--- src/rtl/ifu_fetch_if.sv ---
// Fetch-stage bus bundle: instruction memory port, redirect input and
// the valid/ready handshake towards decode.
interface ifu_fetch_if #(
    parameter int RegWidth = 64,
    parameter int INSTWide = 32
);
    logic                imem_req_valid;
    logic                imem_req_ready;
    logic [RegWidth-1:0] imem_addr;
    logic                imem_resp_valid;
    logic [INSTWide-1:0] imem_resp_data;
    logic                redirect_valid;
    logic [RegWidth-1:0] redirect_pc;
    logic [INSTWide-1:0] id_inst;
    logic [RegWidth-1:0] id_pc;
    logic                ifu_valid;
    logic                idu_ready;

    modport master (
        output imem_req_valid,
        output imem_addr,
        output id_inst,
        output id_pc,
        output ifu_valid,
        input  imem_req_ready,
        input  imem_resp_valid,
        input  imem_resp_data,
        input  redirect_valid,
        input  redirect_pc,
        input  idu_ready
    );

    modport slave (
        input  imem_req_valid,
        input  imem_addr,
        input  id_inst,
        input  id_pc,
        input  ifu_valid,
        output imem_req_ready,
        output imem_resp_valid,
        output imem_resp_data,
        output redirect_valid,
        output redirect_pc,
        output idu_ready
    );
endinterface

--- src/rtl/ifu_fetch.sv ---
// Instruction fetch stage: one outstanding 32-bit read, redirect with
// stale-response drop, and a held {inst, pc} slot towards decode.
module ifu_fetch #(
    parameter int                  RegWidth = 64,
    parameter int                  INSTWide = 32,
    parameter logic [RegWidth-1:0] RESET_PC = 64'h8000_0000
) (
    input  logic       clk,
    input  logic       rst,
    ifu_fetch_if.master bus
);

    typedef enum logic [1:0] {
        S_REQ  = 2'd0,
        S_WAIT = 2'd1,
        S_HOLD = 2'd2
    } state_t;

    localparam logic [RegWidth-1:0] ALIGN = ~RegWidth'(3);
    localparam logic [INSTWide-1:0] NOP   = INSTWide'(32'h0000_0013);

    state_t              state_q, state_d;
    logic [RegWidth-1:0] pc_q, pc_d;
    logic                drop_q, drop_d;
    logic                valid_q, valid_d;
    logic [INSTWide-1:0] inst_q, inst_d;
    logic [RegWidth-1:0] idpc_q, idpc_d;
    logic [RegWidth-1:0] redir_pc;

    assign redir_pc = bus.redirect_pc & ALIGN;

    // State and datapath registers, async reset to the boot fetch state
    always_ff @(posedge clk or posedge rst) begin
        if (rst) begin
            state_q <= S_REQ;
            pc_q    <= RESET_PC;
            drop_q  <= 1'b0;
            valid_q <= 1'b0;
            inst_q  <= NOP;
            idpc_q  <= '0;
        end else begin
            state_q <= state_d;
            pc_q    <= pc_d;
            drop_q  <= drop_d;
            valid_q <= valid_d;
            inst_q  <= inst_d;
            idpc_q  <= idpc_d;
        end
    end

    // Next-state logic; a redirect overrides every other event
    always_comb begin
        state_d = state_q;
        pc_d    = pc_q;
        drop_d  = drop_q;
        valid_d = valid_q;
        inst_d  = inst_q;
        idpc_d  = idpc_q;
        if (bus.redirect_valid) begin
            pc_d = redir_pc;
            unique case (state_q)
                S_REQ: begin
                    if (bus.imem_req_ready) begin
                        state_d = S_WAIT;
                        drop_d  = 1'b1;
                    end
                end
                S_WAIT: begin
                    if (bus.imem_resp_valid) begin
                        state_d = S_REQ;
                        drop_d  = 1'b0;
                    end else begin
                        drop_d  = 1'b1;
                    end
                end
                S_HOLD: begin
                    valid_d = 1'b0;
                    state_d = S_REQ;
                end
                default: state_d = S_REQ;
            endcase
        end else begin
            unique case (state_q)
                S_REQ: begin
                    if (bus.imem_req_ready) begin
                        state_d = S_WAIT;
                    end
                end
                S_WAIT: begin
                    if (bus.imem_resp_valid) begin
                        if (drop_q) begin
                            drop_d  = 1'b0;
                            state_d = S_REQ;
                        end else begin
                            inst_d  = bus.imem_resp_data;
                            idpc_d  = pc_q;
                            valid_d = 1'b1;
                            pc_d    = pc_q + RegWidth'(4);
                            state_d = S_HOLD;
                        end
                    end
                end
                S_HOLD: begin
                    if (bus.idu_ready) begin
                        valid_d = 1'b0;
                        state_d = S_REQ;
                    end
                end
                default: state_d = S_REQ;
            endcase
        end
    end

    // Outputs come only from registered state
    always_comb begin
        bus.imem_req_valid = (state_q == S_REQ);
        bus.imem_addr      = pc_q & ALIGN;
        bus.ifu_valid      = valid_q;
        bus.id_inst        = inst_q;
        bus.id_pc          = idpc_q;
    end

endmodule

--- src/flat_wrapper.sv ---
// flat-port wrapper written by rule: the top's interface ports become plain ports
module ifu_fetch_flat 
#(
    parameter int                  RegWidth = 64,
    parameter int                  INSTWide = 32,
    parameter logic [RegWidth-1:0] RESET_PC = 64'h8000_0000
)
  (clk, rst, bus_imem_req_valid, bus_imem_addr, bus_id_inst, bus_id_pc, bus_ifu_valid, bus_imem_req_ready, bus_imem_resp_valid, bus_imem_resp_data, bus_redirect_valid, bus_redirect_pc, bus_idu_ready);
  ifu_fetch_if #(.RegWidth(RegWidth), .INSTWide(INSTWide)) bus_i ();
  input  logic clk;
  input  logic rst;
  output wire logic [$bits(bus_i.imem_req_valid)-1:0] bus_imem_req_valid;
  output wire logic [$bits(bus_i.imem_addr)-1:0] bus_imem_addr;
  output wire logic [$bits(bus_i.id_inst)-1:0] bus_id_inst;
  output wire logic [$bits(bus_i.id_pc)-1:0] bus_id_pc;
  output wire logic [$bits(bus_i.ifu_valid)-1:0] bus_ifu_valid;
  input wire logic [$bits(bus_i.imem_req_ready)-1:0] bus_imem_req_ready;
  input wire logic [$bits(bus_i.imem_resp_valid)-1:0] bus_imem_resp_valid;
  input wire logic [$bits(bus_i.imem_resp_data)-1:0] bus_imem_resp_data;
  input wire logic [$bits(bus_i.redirect_valid)-1:0] bus_redirect_valid;
  input wire logic [$bits(bus_i.redirect_pc)-1:0] bus_redirect_pc;
  input wire logic [$bits(bus_i.idu_ready)-1:0] bus_idu_ready;
  assign bus_imem_req_valid = bus_i.imem_req_valid;
  assign bus_imem_addr = bus_i.imem_addr;
  assign bus_id_inst = bus_i.id_inst;
  assign bus_id_pc = bus_i.id_pc;
  assign bus_ifu_valid = bus_i.ifu_valid;
  assign bus_i.imem_req_ready = bus_imem_req_ready;
  assign bus_i.imem_resp_valid = bus_imem_resp_valid;
  assign bus_i.imem_resp_data = bus_imem_resp_data;
  assign bus_i.redirect_valid = bus_redirect_valid;
  assign bus_i.redirect_pc = bus_redirect_pc;
  assign bus_i.idu_ready = bus_idu_ready;
  ifu_fetch #(.RegWidth(RegWidth), .INSTWide(INSTWide), .RESET_PC(RESET_PC)) u_core (.clk(clk), .rst(rst), .bus(bus_i));
endmodule
--- config.mk ---
export PLATFORM = sky130hd
export DESIGN_NAME = ifu_fetch_flat
export DESIGN_NICKNAME = d
export VERILOG_FILES = /design/src/rtl/ifu_fetch_if.sv /design/src/rtl/ifu_fetch.sv /design/src/flat_wrapper.sv
export SDC_FILE = /design/constraint.sdc
export NUM_CORES = 1
export LEC_CHECK = 0
export CAP_MARGIN = 20
export CORE_MARGIN = 2
export CORE_UTILIZATION = 35
export CTS_CLUSTER_SIZE = 25
export DETAILED_ROUTE_END_ITERATION = 10
export MAX_ROUTING_LAYER = met4
export SYNTH_ARGS = -nofsm -noshare
export SYNTH_HDL_FRONTEND = slang
export SYNTH_SLANG_ARGS = --single-unit
--- constraint.sdc ---
create_clock -name clk -period 9 [get_ports clk]
set_input_delay 2.25 -clock clk [delete_from_list [all_inputs] [get_ports clk]]
set_output_delay 2.25 -clock clk [all_outputs]
set_load 0.05 [all_outputs]
Word-level counts from Yosys, hierarchy flattened
Cells that the tools add are included.
{"block": "word_totals", "out_inout_bits": 162, "input_bits": 102, "register_bits": 164, "elab_cells": 52}
{"block": "classes", "reduce_logical": 10, "eq_ne": 9, "n_bitwise": 2, "n_addsub": 1, "mux": 24}
{"op": "two-way mux 64 bit", "count": 4}
{"op": "adder 64 x 3 -> 64 bit (second input constant)", "count": 1}
{"op": "two-way mux 2 bit", "count": 6}
{"op": "inequality test 3 bit (second input constant)", "count": 4}
{"op": "two-way mux 1 bit", "count": 10}
{"op": "AND reduction 4 bit", "count": 2}
{"op": "nonzero test 2 bit", "count": 4}
{"op": "one-hot mux 2 bit (3 select lines)", "count": 1}
{"op": "AND reduction 5 bit", "count": 1}
{"op": "inequality test 2 bit (second input constant)", "count": 2}
{"op": "one-hot mux 1 bit (2 select lines)", "count": 2}
{"op": "one-hot mux 2 bit (2 select lines)", "count": 1}
{"op": "AND reduction 3 bit", "count": 1}
{"op": "equality test 2 x 1 -> 1 bit (second input constant)", "count": 1}
{"op": "equality test 2 bit (second input constant)", "count": 1}
{"op": "logical NOT 2 bit", "count": 1}
{"op": "inequality test 2 x 1 -> 1 bit (second input constant)", "count": 1}
{"op": "inverter 1 bit", "count": 2}
{"op": "AND reduction 2 bit", "count": 1}

Logic depth before layout (Yosys ltp)
{"block": "logic_depth", "ltp_word": 5, "ltp_mapped": 11}

Worst setup path after synthesis
OpenSTA, ideal clock, no wires.
{"block": "synth_timing", "path_kind": "input to register", "startpoint": "input bus_imem_resp_valid", "endpoint": "register u_core.pc_q[44]", "t_required_ps": 8918, "path_slack_ps": 5034, "stages": 6, "t_arrival_ps": 3884, "cell_sequence": "and4b_1 > nand4_2 > or4_4 > buf_6 > or4_1 > a31oi_1"}
{"block": "synth_via", "elab_chain_cells": 2}
{"item": "start: declaration", "line": "flat_wrapper.sv:18", "source": "input wire logic [$bits(bus_i.imem_resp_valid)-1:0] bus_imem_resp_valid;"}
{"item": "nonzero test 2 bit (no source line)"}
{"item": "AND reduction 3 bit (no source line)"}
{"item": "end signal: assignment", "line": "ifu_fetch.sv:43", "source": "pc_q <= pc_d;"}
{"item": "end: declaration", "line": "ifu_fetch.sv:23", "source": "logic [RegWidth-1:0] pc_q, pc_d;"}
No other way between the ends.
A chain may end at the register's enable or synchronous reset.

Final worst setup path
{"block": "layout_timing", "startpoint": "input bus_imem_resp_valid", "endpoint": "register u_core.pc_q[61]"}
The elaborated chain is that of the path after synthesis.

==> impl_summary.md <==
Floorplanning
The floorplan row count is 53. In this run the count of I/O pins placed on the die edge is 264. In this run the standard cell core region covers 21090 µm². The full die area is 22760 µm². The initial cell density of the core is 35.81%. The die is 150.9 µm tall. The die is 150.9 µm wide.

STA
After layout, the worst path uses 54.82% of the clock period. Between clock sinks in the finished design, the worst skew comes to 10.25 ps. Summed over all failing endpoints, the final setup total negative slack is 0 ps. The achievable clock frequency is 0.2027 GHz. The relative slew slack is 45.19%. The count of endpoints failing hold in the final timing report is 0.

Setup repair after global routing left no endpoint under its margin. Counting I/O delays and the setup requirement, the final critical path takes 4934 ps. The final setup violation count is 0. At the pin with the least slew margin, the transition time is 819.7 ps.

The max-slew violation count is 0.

Logic synthesis
The share of flip-flops with an asynchronous set or reset is 100.0%. The area fraction in and, or, nand and nor cells after synthesis is 16.93%. Synthesis handed over a netlist of 691 instances. In the synthesized netlist, mux cells make up 14.57% of the area. In this run the mean area of a mapped cell was 10.93 µm².

The number of different library cells used by synthesis comes to 50. In this run, synthesis inferred 0 flip-flops with an integrated enable. The main combinational cell family by area after synthesis is simple AND/OR/NAND/NOR gates. The compound-cell area share of the yosys netlist is 8.003%. The synthesized-area fraction occupied by adder cells is 0.6628%. For this run, the number of Yosys warnings is 0. For this run, the register share of the synthesized area comes to 53.09%. After synthesis the cells add up to 7551 µm². The most used flip-flop cell after synthesis is dfrtp_1.

The xor and xnor area share after synthesis is 3.596%. In this run, synthesis produced a sequential element count of 160.

Place
At the end of routability-driven placement, the weighted congestion stood at 0.7486. The post-placement cell area is 10340 µm². Summed over all nets, the half-perimeter wirelength after detailed placement is 15100 µm. The number of I/O port buffers is 257.

Clocking
The worst-skew pair later-pin latency is 420 ps. The number of levels the H-tree was split into is 4. The hold buffer count at cts is 0. The clock net sink count is 160. Counting along the longest clock path gives a buffer depth of 2. After clock tree synthesis, the clock-pin slew on the worst setup and hold paths is 60 ps. Once the clock tree was built, the setup fixing pass inserted 0 buffers. Post-CTS repair changed the size of 0 cells. In this run the clock root is driven by a clkbuf_16. The number of CTS-inserted buffers is 17. The TritonCTS clock tree is done.

Power and ir drop
In this run the power density over the cells is 332.8 nW/µm². The worst-case IR drop observed on VDD is 197.8 µV. Of the total power, registers draw 31.1%.

Summed over all cells, the static leakage comes to 4.258 nW. Internal power comes to 2.002 mW. The combinational cell fraction of total power is 50.1%. Of the total power, the clock network draws 18.8%. Of the total power, the share spent switching nets is 44.94%. The switching component of the power is 1.634 mW.

Routing
The total length of routed wires is 21400 µm. In this run the remaining antenna-violating nets after routing total 0. After detailed routing, the number of remaining DRC violations is 0. The iteration count of the initial detailed-routing pass is 4. After detailed routing, the average wire length per cell comes to 17.47 µm. In this run, the number of DRC markers left after iteration 0 of detailed routing was 302. The final route contains 6234 vias. The post-detailed-route via-to-cell ratio is 5.089.

Setup path
The maximum fanout along the worst path is 21. The worst setup slack for register-to-register paths is 5700 ps. The data required time of the critical path is 9340 ps. The startpoint identified for the worst register-to-register timing path is u_core.state_q[1]. Traced cell by cell, the critical path runs through clkdlybuf4s50_1 > and3b_1 > and2_1 > nand4_1 > or4_1 > a31oi_1. The critical path is of the in -> reg type. The peak per-stage delay on the critical path is 740 ps.

The number of cells on the worst reg-to-reg path is 7. The largest individual stage delay along the critical path comes from the cell nand4_1. The arrival time at the worst endpoint is 5280 ps. In this run the critical register-to-register path is captured at u_core.pc_q[61]. The critical path endpoint category is a flip-flop.

The worst setup path is launched from an input pin.

Min path
The tightest min-delay check is of the reg -> reg type. The hold path depth is 1. The critical hold path startpoint is u_core.bus.id_inst[2].

The hold-critical path endpoint is u_core.bus.id_inst[2].

Run status
The flow ran to the end, and the final reports show no timing, DRC or antenna violations.

GRT
In the global route stage, overall resource usage came out at 19.55%. Entering global routing, the biggest net connects 114 pins. The first global-routing pass estimated 33690 µm of wire. After global routing the overflow that remains totals 0. The via count of the first global-routing pass came to 5950. The number of antenna violations at the first check in global routing is 2.

Cells and area
The filler cell count in the final layout is 1918. The share of cells above drive strength 1 is 15.51%. The final design instance area without fill is 10920 µm².

The most common library cell in the layout ignoring fill and taps is clkdlybuf4s50_1. In the layout the commonest cells are clkdlybuf4s50_1, dfrtp_1, mux2_2. Relative to the synthesized area, the layout overhead comes to 44.67%.

The net total in the final layout is 1041.

Flow run
Max-cap violations in this run came to 0.
## cell families after synthesis
family          count (synthesis)
xor+xnor                       31
buf+inv                        56
compound gates                102
other cells                     1
fa+ha+maj                       4
simple gates                  239
mux                            98
flops                         160
## worst max-delay path, delay by kind of cell
kind | cells | cell delay (ps)
AO/OA/AOI/OAI | 1 | 170
buffers and inverters | 1 | 580
AND/OR/NAND/NOR | 4 | 2260
## registers in the layout, indices dropped and copies added (netlist names)
name,cells
u_core.bus.id_pc,62
u_core.pc_q,62
u_core.bus.id_inst,32
u_core.state_q,2
u_core.bus.ifu_valid,1
u_core.drop_q,1
## Yosys cell counts (all sizes together), types with 9 or more instances
cell / number / area [µm²]
nand2: 63 / 236.5
o31ai: 10 / 75.07
nor2: 38 / 142.6
mux2: 95 / 1070
and4: 10 / 92.59
nand3: 28 / 152.7
and3: 12 / 75.07
nor3: 14 / 75.07
or4: 15 / 116.4
xnor2: 23 / 201.4
a31oi: 23 / 143.9
nand4: 23 / 150.1
clkbuf: 33 / 123.9
or3: 10 / 62.56
inv: 15 / 56.30
o21ai: 49 / 245.2
dfrtp: 156 / 3904
nor4: 9 / 56.30
## final cells by class
cell class              count  area (µm²)  share of cell area, %
flip-flops and latches    160        4009                  36.70
multi-input cells         478        3324                  30.43
repair buffers            263        2633                  24.10
clock buffers              18       439.2                  4.020
well taps                 275       344.1                  3.150
clock inverters            14       108.9                 0.9964
inverters                  15       61.31                 0.5612
diodes                      2       5.005                0.04581
## power groups by stage
stage	Clock, mW	Sequential, mW	Combinational [mW]
2_1_floorplan	0	1.97	0.373
3_3_place_gp	0	1.13	1.83
3_5_place_dp	0	1.15	1.83
4_1_cts	0.702	1.13	1.84
5_1_grt	0.732	1.17	1.90
6_report	0.683	1.13	1.82
## how the worst max path moves through the flow
stage	to	slack, ps	start	cells after the start
after floorplan	u_core.bus.id_inst[10]	2440	rst	1
after detailed placement	u_core.pc_q[61]	3600	bus_imem_resp_valid	6
after global routing	u_core.pc_q[43]	3800	bus_imem_resp_valid	6
after global placement	u_core.pc_q[57]	3650	bus_imem_resp_valid	6
after CTS	u_core.pc_q[61]	4030	bus_imem_resp_valid	6
final	u_core.pc_q[61]	4070	bus_imem_resp_valid	6
## layer usage
layer,routed length [µm],GRT usage (%),up-vias
met1,10180,27.36,3018
met4,247,5.654,0
met3,1403,4.518,16
li1,-,-,3008
met2,9564,28.45,192
met5,0,-,-
## per-stage QoR
step / power, mW / utilization, % / setup WS (ps) / hold WS (ps) / instances
CTS: 3.674 / 51.65 / 4033 / 508.7 / 1222
floorplan: 2.341 / - / 2437 / 491.3 / 694
finish: 3.635 / 51.80 / 4066 / 504.1 / 1225
global placement: 2.962 / 49.05 / 3646 / 488.2 / 1190
global route: 3.802 / 51.80 / 3795 / 516.7 / 1225
detailed placement: 2.980 / 49.05 / 3603 / 494.1 / 1190
Power figures use the tool's default switching activity.
